File: config.mk
export PLATFORM = sky130hd
export DESIGN_NAME = fft_wb_bank_router_flat
export DESIGN_NICKNAME = d
export VERILOG_FILES = /design/src/rtl/fft_wb_bank_router_pkg.sv /design/src/rtl/fft_wb_bank_router_if.sv /design/src/rtl/fft_wb_bank_router_addr_gen.sv /design/src/rtl/fft_wb_bank_router.sv /design/src/flat_wrapper.sv
export SDC_FILE = /design/constraint.sdc
export NUM_CORES = 1
export LEC_CHECK = 0
export BUFFER_PORTS_ARGS = -buffer_cell sky130_fd_sc_hd__buf_4
export CAP_MARGIN = 20
export CORE_ASPECT_RATIO = 1.25
export CORE_MARGIN = 10
export CORE_UTILIZATION = 51
export CTS_BUF_LIST = sky130_fd_sc_hd__clkbuf_8 sky130_fd_sc_hd__clkbuf_16
export DETAILED_ROUTE_END_ITERATION = 7
export PLACE_DENSITY = 0.87
export SYNTH_ARGS = -nofsm -noshare
export SYNTH_HDL_FRONTEND = slang
export SYNTH_SLANG_ARGS = --single-unit
File: constraint.sdc
create_clock -name clk -period 5.26 [get_ports clk]
set_clock_uncertainty 0.05 [all_clocks]
set_input_delay 1.315 -clock clk [delete_from_list [all_inputs] [get_ports clk]]
set_output_delay 1.315 -clock clk [all_outputs]
set_load 0.01 [all_outputs]
File: src/rtl/fft_wb_bank_router_pkg.sv
// fft_pkg: shared definitions for the FFT write-back bank router.
//   BW_DEF / N_LOG2_DEF : default sample width and log2 FFT size
//   wb_state_e          : write-back FSM states (IDLE, RUN, DONE)
//   parity32            : XOR parity of a sample address (selects the bank)
//   bitrev32            : bit-reverse the low n bits of an address
package fft_pkg;

  localparam int BW_DEF     = 32;
  localparam int N_LOG2_DEF = 9;

  typedef enum logic [1:0] {
    IDLE = 2'd0,
    RUN  = 2'd1,
    DONE = 2'd2
  } wb_state_e;

  function automatic logic parity32(input logic [31:0] x);
    return ^x;
  endfunction

  // Bits at and above n come back as zero.
  function automatic logic [31:0] bitrev32(input logic [31:0] x, input int unsigned n);
    logic [31:0] r;
    r = 32'd0;
    for (int i = 0; i < 32; i++) begin
      if (i < int'(n)) begin
        r[5'(int'(n) - 1 - i)] = x[5'(i)];
      end
    end
    return r;
  endfunction

endpackage

File: src/rtl/fft_wb_bank_router_if.sv
// fft_wb_bank_router_if: butterfly-pair input stream of the write-back router.
//   in_valid / in_ready : handshake, pair taken when both are high
//   in_data1            : upper butterfly output (sample address a)
//   in_data2            : lower butterfly output (sample address b)
// master = butterfly datapath side, slave = bank router side.
interface fft_wb_bank_router_if
  import fft_pkg::*;
#(
  parameter int BW = BW_DEF
);
  logic          in_valid;
  logic          in_ready;
  logic [BW-1:0] in_data1;
  logic [BW-1:0] in_data2;

  modport master (output in_valid, output in_data1, output in_data2, input in_ready);
  modport slave  (input in_valid, input in_data1, input in_data2, output in_ready);
endinterface

File: src/rtl/fft_wb_bank_router_addr_gen.sv
// fft_wb_addr_gen: combinational in-place address generator.
//   k      : butterfly index within the stage, 0 .. N/2-1
//   stage  : stage index s (must be < N_LOG2)
//   addr_a : bank word address of sample a (a >> 1)
//   addr_b : bank word address of sample b (b >> 1)
//   swap   : parity(a); 1 means sample a lives in bank 1
// With FFT_WB_BITREV_LAST_EN defined, the last stage bit-reverses a and b
// before the word address is taken; bank choice is unaffected because
// bit reversal keeps parity.
module fft_wb_addr_gen
  import fft_pkg::*;
#(
  parameter int N_LOG2 = N_LOG2_DEF,
  parameter int SW     = $clog2(N_LOG2)
) (
  input  logic [N_LOG2-2:0] k,
  input  logic [SW-1:0]     stage,
  output logic [N_LOG2-2:0] addr_a,
  output logic [N_LOG2-2:0] addr_b,
  output logic              swap
);

  localparam logic [SW-1:0]     LAST_STAGE = SW'(N_LOG2 - 1);
  localparam logic [N_LOG2-1:0] ONE        = N_LOG2'(1);

  logic [SW-1:0]     sh_s;
  logic [N_LOG2-1:0] span_s;
  logic [N_LOG2-1:0] k_ext_s;
  logic [N_LOG2-1:0] j_s;
  logic [N_LOG2-1:0] g_s;
  logic [N_LOG2-1:0] a_s;
  logic [N_LOG2-1:0] b_s;
  logic [N_LOG2-1:0] a_fin_s;
  logic [N_LOG2-1:0] b_fin_s;
  logic [31:0]       a_rev_s;
  logic [31:0]       b_rev_s;

  // span = N >> (s+1) = 1 << (N_LOG2-1-s); a = 2*g*span + j; b sets bit log2(span).
  always_comb begin
    sh_s    = LAST_STAGE - stage;
    span_s  = ONE << sh_s;
    k_ext_s = {1'b0, k};
    j_s     = k_ext_s & (span_s - ONE);
    g_s     = k_ext_s >> sh_s;
    a_s     = ((g_s << 1) << sh_s) | j_s;
    b_s     = a_s | span_s;
    swap    = parity32(32'(a_s));
    a_rev_s = bitrev32(32'(a_s), N_LOG2);
    b_rev_s = bitrev32(32'(b_s), N_LOG2);
`ifdef FFT_WB_BITREV_LAST_EN
    if (stage == LAST_STAGE) begin
      a_fin_s = N_LOG2'(a_rev_s);
      b_fin_s = N_LOG2'(b_rev_s);
    end else begin
      a_fin_s = a_s;
      b_fin_s = b_s;
    end
`else
    if (stage == LAST_STAGE) begin
      a_fin_s = a_s ^ N_LOG2'(a_rev_s & 32'd0);
      b_fin_s = b_s ^ N_LOG2'(b_rev_s & 32'd0);
    end else begin
      a_fin_s = a_s;
      b_fin_s = b_s;
    end
`endif
    addr_a = (N_LOG2-1)'(a_fin_s >> 1);
    addr_b = (N_LOG2-1)'(b_fin_s >> 1);
  end

endmodule

File: src/rtl/fft_wb_bank_router.sv
// fft_wb_bank_router: write-back side of the two-bank in-place FFT memory.
// Takes butterfly output pairs in butterfly order, computes both in-place
// sample addresses for the current stage and steers each sample to its
// parity bank (bank = parity(addr), word = addr >> 1).
// Ports:
//   clk, rstn           : clock, synchronous active-low reset
//   start, stage        : one-cycle stage kick-off, stage index sampled on start
//   in_if (slave)       : in_valid/in_ready/in_data1/in_data2 pair stream
//   bank0_*, bank1_*    : single-port bank write ports (registered)
//   stage_done          : one-cycle pulse with the last pair's write
//   stage_err           : sticky, start seen with stage >= N_LOG2
// Optional macro FFT_WB_BITREV_LAST_EN: natural-order addresses on the last stage.
module fft_wb_bank_router
  import fft_pkg::*;
#(
  parameter int BW     = BW_DEF,
  parameter int N_LOG2 = N_LOG2_DEF,
  parameter int SW     = $clog2(N_LOG2)
) (
  input  logic                 clk,
  input  logic                 rstn,
  input  logic                 start,
  input  logic [SW-1:0]        stage,
  fft_wb_bank_router_if.slave  in_if,
  output logic                 bank0_we,
  output logic [N_LOG2-2:0]    bank0_addr,
  output logic [BW-1:0]        bank0_wdata,
  output logic                 bank1_we,
  output logic [N_LOG2-2:0]    bank1_addr,
  output logic [BW-1:0]        bank1_wdata,
  output logic                 stage_done,
  output logic                 stage_err
);

  localparam logic [N_LOG2-2:0] K_LAST = {(N_LOG2-1){1'b1}};
  localparam logic [N_LOG2-2:0] K_ONE  = (N_LOG2-1)'(1);

  wb_state_e         state_q, state_d;
  logic [N_LOG2-2:0] k_q, k_d;
  logic [SW-1:0]     stage_q, stage_d;
  logic              in_ready_q, in_ready_d;
  logic              b0_we_q, b0_we_d;
  logic [N_LOG2-2:0] b0_addr_q, b0_addr_d;
  logic [BW-1:0]     b0_wdata_q, b0_wdata_d;
  logic              b1_we_q, b1_we_d;
  logic [N_LOG2-2:0] b1_addr_q, b1_addr_d;
  logic [BW-1:0]     b1_wdata_q, b1_wdata_d;
  logic              done_q, done_d;
  logic              err_q, err_d;

  logic              accept_s;
  logic              stage_ok_s;
  logic [N_LOG2-2:0] addr_a_s;
  logic [N_LOG2-2:0] addr_b_s;
  logic              swap_s;

  fft_wb_addr_gen #(
    .N_LOG2 (N_LOG2),
    .SW     (SW)
  ) u_addr_gen (
    .k      (k_q),
    .stage  (stage_q),
    .addr_a (addr_a_s),
    .addr_b (addr_b_s),
    .swap   (swap_s)
  );

  // in_ready_q is only ever high in RUN, so it doubles as the RUN qualifier.
  assign accept_s   = in_if.in_valid && in_ready_q;
  assign stage_ok_s = (32'(stage) < 32'(N_LOG2));

  // Next-state, counter and registered-output computation.
  always_comb begin
    state_d    = state_q;
    k_d        = k_q;
    stage_d    = stage_q;
    err_d      = err_q;
    b0_we_d    = 1'b0;
    b0_addr_d  = b0_addr_q;
    b0_wdata_d = b0_wdata_q;
    b1_we_d    = 1'b0;
    b1_addr_d  = b1_addr_q;
    b1_wdata_d = b1_wdata_q;

    case (state_q)
      IDLE: begin
        if (start) begin
          if (stage_ok_s) begin
            state_d = RUN;
            stage_d = stage;
            k_d     = '0;
          end else begin
            err_d = 1'b1;
          end
        end else begin
          state_d = IDLE;
        end
      end
      RUN: begin
        if (accept_s) begin
          k_d = k_q + K_ONE;
          if (k_q == K_LAST) begin
            state_d = DONE;
          end else begin
            state_d = RUN;
          end
        end else begin
          state_d = RUN;
        end
      end
      DONE: begin
        state_d = IDLE;
      end
      default: begin
        state_d = IDLE;
      end
    endcase

    // Un-swap: the sample whose address has odd parity goes to bank 1.
    if (accept_s) begin
      b0_we_d = 1'b1;
      b1_we_d = 1'b1;
      if (swap_s) begin
        b0_addr_d  = addr_b_s;
        b0_wdata_d = in_if.in_data2;
        b1_addr_d  = addr_a_s;
        b1_wdata_d = in_if.in_data1;
      end else begin
        b0_addr_d  = addr_a_s;
        b0_wdata_d = in_if.in_data1;
        b1_addr_d  = addr_b_s;
        b1_wdata_d = in_if.in_data2;
      end
    end else begin
      b0_we_d = 1'b0;
      b1_we_d = 1'b0;
    end

    in_ready_d = (state_d == RUN);
    done_d     = (state_d == DONE);
  end

  // State and output registers with synchronous reset.
  always_ff @(posedge clk) begin
    if (!rstn) begin
      state_q    <= IDLE;
      k_q        <= '0;
      stage_q    <= '0;
      in_ready_q <= 1'b0;
      b0_we_q    <= 1'b0;
      b0_addr_q  <= '0;
      b0_wdata_q <= '0;
      b1_we_q    <= 1'b0;
      b1_addr_q  <= '0;
      b1_wdata_q <= '0;
      done_q     <= 1'b0;
      err_q      <= 1'b0;
    end else begin
      state_q    <= state_d;
      k_q        <= k_d;
      stage_q    <= stage_d;
      in_ready_q <= in_ready_d;
      b0_we_q    <= b0_we_d;
      b0_addr_q  <= b0_addr_d;
      b0_wdata_q <= b0_wdata_d;
      b1_we_q    <= b1_we_d;
      b1_addr_q  <= b1_addr_d;
      b1_wdata_q <= b1_wdata_d;
      done_q     <= done_d;
      err_q      <= err_d;
    end
  end

  assign in_if.in_ready = in_ready_q;
  assign bank0_we       = b0_we_q;
  assign bank0_addr     = b0_addr_q;
  assign bank0_wdata    = b0_wdata_q;
  assign bank1_we       = b1_we_q;
  assign bank1_addr     = b1_addr_q;
  assign bank1_wdata    = b1_wdata_q;
  assign stage_done     = done_q;
  assign stage_err      = err_q;

endmodule

File: src/flat_wrapper.sv
// flat-port wrapper written by rule: the top's interface ports become plain ports
module fft_wb_bank_router_flat import fft_pkg::*;
#(
  parameter int BW     = BW_DEF,
  parameter int N_LOG2 = N_LOG2_DEF,
  parameter int SW     = $clog2(N_LOG2)
)
  (clk, rstn, start, stage, bank0_we, bank0_addr, bank0_wdata, bank1_we, bank1_addr, bank1_wdata, stage_done, stage_err, in_if_in_valid, in_if_in_data1, in_if_in_data2, in_if_in_ready);
  fft_wb_bank_router_if #(.BW(BW)) in_if_i ();
  input  logic clk;
  input  logic rstn;
  input  logic start;
  input  logic [SW-1:0] stage;
  output logic bank0_we;
  output logic [N_LOG2-2:0] bank0_addr;
  output logic [BW-1:0] bank0_wdata;
  output logic bank1_we;
  output logic [N_LOG2-2:0] bank1_addr;
  output logic [BW-1:0] bank1_wdata;
  output logic stage_done;
  output logic stage_err;
  input wire logic [$bits(in_if_i.in_valid)-1:0] in_if_in_valid;
  input wire logic [$bits(in_if_i.in_data1)-1:0] in_if_in_data1;
  input wire logic [$bits(in_if_i.in_data2)-1:0] in_if_in_data2;
  output wire logic [$bits(in_if_i.in_ready)-1:0] in_if_in_ready;
  assign in_if_i.in_valid = in_if_in_valid;
  assign in_if_i.in_data1 = in_if_in_data1;
  assign in_if_i.in_data2 = in_if_in_data2;
  assign in_if_in_ready = in_if_i.in_ready;
  fft_wb_bank_router #(.BW(BW), .N_LOG2(N_LOG2), .SW(SW)) u_core (.clk(clk), .rstn(rstn), .start(start), .stage(stage), .in_if(in_if_i), .bank0_we(bank0_we), .bank0_addr(bank0_addr), .bank0_wdata(bank0_wdata), .bank1_we(bank1_we), .bank1_addr(bank1_addr), .bank1_wdata(bank1_wdata), .stage_done(stage_done), .stage_err(stage_err));
endmodule
==> flow_summary.json <==
{
  "synthFlopType": "dfxtp_1",
  "fp.dieH_um": 129,
  "place_hpwl_mm": 11.5,
  "clk_pin_slew_ns": 0.07,
  "p_total_w": 0.00176,
  "synth_edf_count": 0,
  "synth.distinct_cells": 56,
  "crit-reg2reg-launch": "u_core.stage_q[0]",
  "crit_type": "reg2reg",
  "grt-ovfl-total": 0,
  "p_leak_nw": 2.73,
  "rsz0062_at_grt": "false",
  "finalNetCount": 815,
  "max_cap_violations": 0,
  "min_path_cells": 1,
  "slowest_stage": "xnor2_2",
  "grt_start_max_net_pins": 91,
  "grt_pass1_vias": 4907,
  "root_buffer": "clkbuf_16",
  "synth_nets": 690,
  "io_pins": 157,
  "clockBufferDepth": 2,
  "outcome": "completed",
  "netlist_area_um2": 4800,
  "holdPathEnd": "u_core.stage_err",
  "drt_iter0_drc": 309,
  "final_cell_mix": "160 x buf_4, 145 x nand2_1, 98 x dfxtp_1",
  "rows": 39,
  "hp-class": "reg2reg",
  "insertedDiodeCount": 0,
  "cts_setup_buffers": 0,
  "drt_wl_total_mm": 15.8,
  "yosysTopAreaCell": "dfxtp_1",
  "crit_required_ns": 5.46,
  "crit_fanout": 18,
  "ant_nets": 0,
  "startpoint_type": "flop",
  "yosysSeqAreaShare": 0.408,
  "layout-drive-gt1-share": 0.266,
  "cts_buffers": 9,
  "crit_buf_inv": 1,
  "slew_headroom": 0.348,
  "die_w_um": 107,
  "final_util": 0.685,
  "reg2reg_slack_ns": 0.40,
  "avgViaCountPerCell": 5.88,
  "end_kind": "flop",
  "grt_usage": 0.214,
  "synth_warnings": 0,
  "setup_violations": 0,
  "wl_met2_mm": 8.12,
  "areaGrowthSynthToFinish_pct": 30.7,
  "clk_latency_ns": 0.34,
  "final_common_cell": "buf_4",
  "path_delay_family": "XOR/XNOR gates",
  "min_period_ns": 4.86,
  "cts.sinks": 98,
  "syn_inst": 611,
  "finalSetupTns_ns": 0,
  "wl_met1_mm": 5.79,
  "tightest_slew_ns": 0.974,
  "gp_congestion": 0.959,
  "arrival_ns": 5.06,
  "drv_slew": 0,
  "irDropWorstVdd_v": 0.000188,
  "wire_per_inst_um": 18.3,
  "h-tree-depth": 3,
  "ys_ff_latch": 98,
  "post_cts_resized": 0,
  "grt_pass1_wl_mm": 24.2,
  "p_per_area_nw_per_um2": 281,
  "max_stage_delay_ns": 0.80,
  "synth.avg_cell_area_um2": 7.86,
  "start_util": 0.524,
  "port_buffers": 156,
  "dieArea_um2": 13700,
  "synth.top_cell.area_share": 0.408,
  "fin_crit_sh": 0.924,
  "wl_met3_mm": 1.43,
  "core_um2": 9170,
  "cp_cell_sequence": "inv_1 > ha_1 > xnor2_1 > a211oi_2 > or2_2 > nand2_1 > ha_1 > o311a_1 > xor2_1 > a22o_1 > xor2_2 > xnor3_2 > xnor2_2 > nand2_1 > a31oi_1",
  "drcViolationCount": 0,
  "ff2ff_path_depth": 15,
  "finalHoldViolations": 0,
  "async_reset_ff_frac": 0,
  "first_pass_iters": 6,
  "routed.top_layer": "met4",
  "ys_top_cells_by_area": "dfxtp_1 41%, nand2_1 11%, a31oi_1 9.5%",
  "r2r_end": "u_core.bank1_wdata[15]",
  "routed-via-count": 5079,
  "max_freq_mhz": 206,
  "tritoncts": "built",
  "min-delay-start": "u_core.stage_err",
  "antenna_found_initial": 0
}
==> how the worst max path moves through the flow <==
stage | startpoint | end | cells past startpoint | slack (ns)
final | u_core.stage_q[0] | u_core.bank1_wdata[15] | 15 | 0.40
after global routing | u_core.stage_q[0] | u_core.bank1_wdata[7] | 16 | 0.11
after CTS | u_core.stage_q[0] | u_core.bank1_wdata[12] | 16 | 0.24
after detailed placement | u_core.stage_q[0] | u_core.bank1_wdata[12] | 16 | 0.28
after global placement | u_core.stage_q[0] | u_core.bank1_wdata[10] | 16 | 0.53
after floorplan | u_core.stage_q[0] | u_core.bank0_addr[0] | 18 | 1.30
==> state kept, by name, indices dropped and copies added (netlist names) <==
| name | flops |
|---|---|
| u_core.bank0_addr | 8 |
| u_core.bank0_wdata | 32 |
| u_core.bank1_addr | 8 |
| u_core.bank1_wdata | 32 |
| u_core.bank1_we | 1 |
| u_core.in_if.in_ready | 1 |
| u_core.k_q | 8 |
| u_core.stage_done | 1 |
| u_core.stage_err | 1 |
| u_core.stage_q | 4 |
| u_core.state_q | 2 |
==> routing by layer <==
layer | GRT usage | vias up
li1 | - | 2402
met1 | 0.230 | 2364
met2 | 0.384 | 268
met3 | 0.0634 | 45
met4 | 0.0878 | 0
met5 | 0 | -
==> worst register-to-register path, cell delays in order, from the launching register on <==
cell	delay [ns]
dfxtp_1	0.51
inv_1	0.14
ha_1	0.31
xnor2_1	0.33
a211oi_2	0.12
or2_2	0.40
nand2_1	0.11
ha_1	0.19
o311a_1	0.22
xor2_1	0.17
a22o_1	0.20
xor2_2	0.25
xnor3_2	0.54
xnor2_2	0.80
nand2_1	0.19
a31oi_1	0.24
==> kinds of logic after synthesis <==
family / Yosys count / share of synthesized area
adder cells (fa/ha/maj): 7 / 0.0182
XOR/XNOR: 25 / 0.0589
buffers and inverters: 54 / 0.0534
AO/OA/AOI/OAI: 203 / 0.256
AND/OR/NAND/NOR: 220 / 0.197
flip-flops: 98 / 0.408
multiplexers: 4 / 0.00860
==> power by group <==
| group | internal [W] | total (W) | switching [W] |
|---|---|---|---|
| clock network | 0.000369 | 0.000651 | 0.000283 |
| registers | 0.000780 | 0.000804 | 0.0000237 |
| logic | 0.000140 | 0.000309 | 0.000169 |
==> cell usage after synthesis, types with 2 or more instances <==
| cell type | count |
|---|---|
| buf_6 | 4 |
| nor3_1 | 2 |
| or2_2 | 5 |
| o21ai_1 | 5 |
| and2_1 | 4 |
| o31ai_1 | 2 |
| xor2_1 | 8 |
| nand2_1 | 145 |
| a21boi_1 | 2 |
| o21ai_0 | 87 |
| a21oi_1 | 10 |
| a31oi_1 | 73 |
| clkbuf_1 | 31 |
| a22o_1 | 3 |
| buf_2 | 10 |
| nor2_1 | 27 |
| and3_1 | 3 |
| o22ai_1 | 2 |
| dfxtp_1 | 98 |
| a21boi_0 | 2 |
| or3_1 | 2 |
| xor2_2 | 2 |
| nor2b_1 | 7 |
| nand3_1 | 13 |
| buf_4 | 3 |
| o21a_1 | 2 |
| xnor2_1 | 11 |
| inv_1 | 6 |
| nand2b_1 | 5 |
| a22oi_1 | 2 |
| mux2i_1 | 3 |
| ha_1 | 7 |
| xnor2_2 | 2 |
==> cell type report <==
class	count	area (um2)
clock buffer	9	225
clock inverter	7	68.8
fill	749	2890
inverter	6	22.5
multi-input combinational	460	2630
sequential	98	1960
tap	123	154
timing repair buffer	161	1220
==> what timing repair did <==
action	in CTS	in global routing
setup endpoints to repair	0	34
hold buffers	0	0
endpoints found under the hold margin	0	0
==> per-stage QoR <==
step                      instance area [um2]  setup WS [ns]  std cells  hold slack, ns
after floorplan                          4800           1.30        611           0.459
after global placement                   5970          0.527        847           0.406
after detailed placement                 5970          0.275        847           0.408
after CTS                                6260          0.236        863           0.425
after global routing                     6280          0.105        864           0.454
final                                    6280          0.401        864           0.423
(Power assumes the default switching activity.)
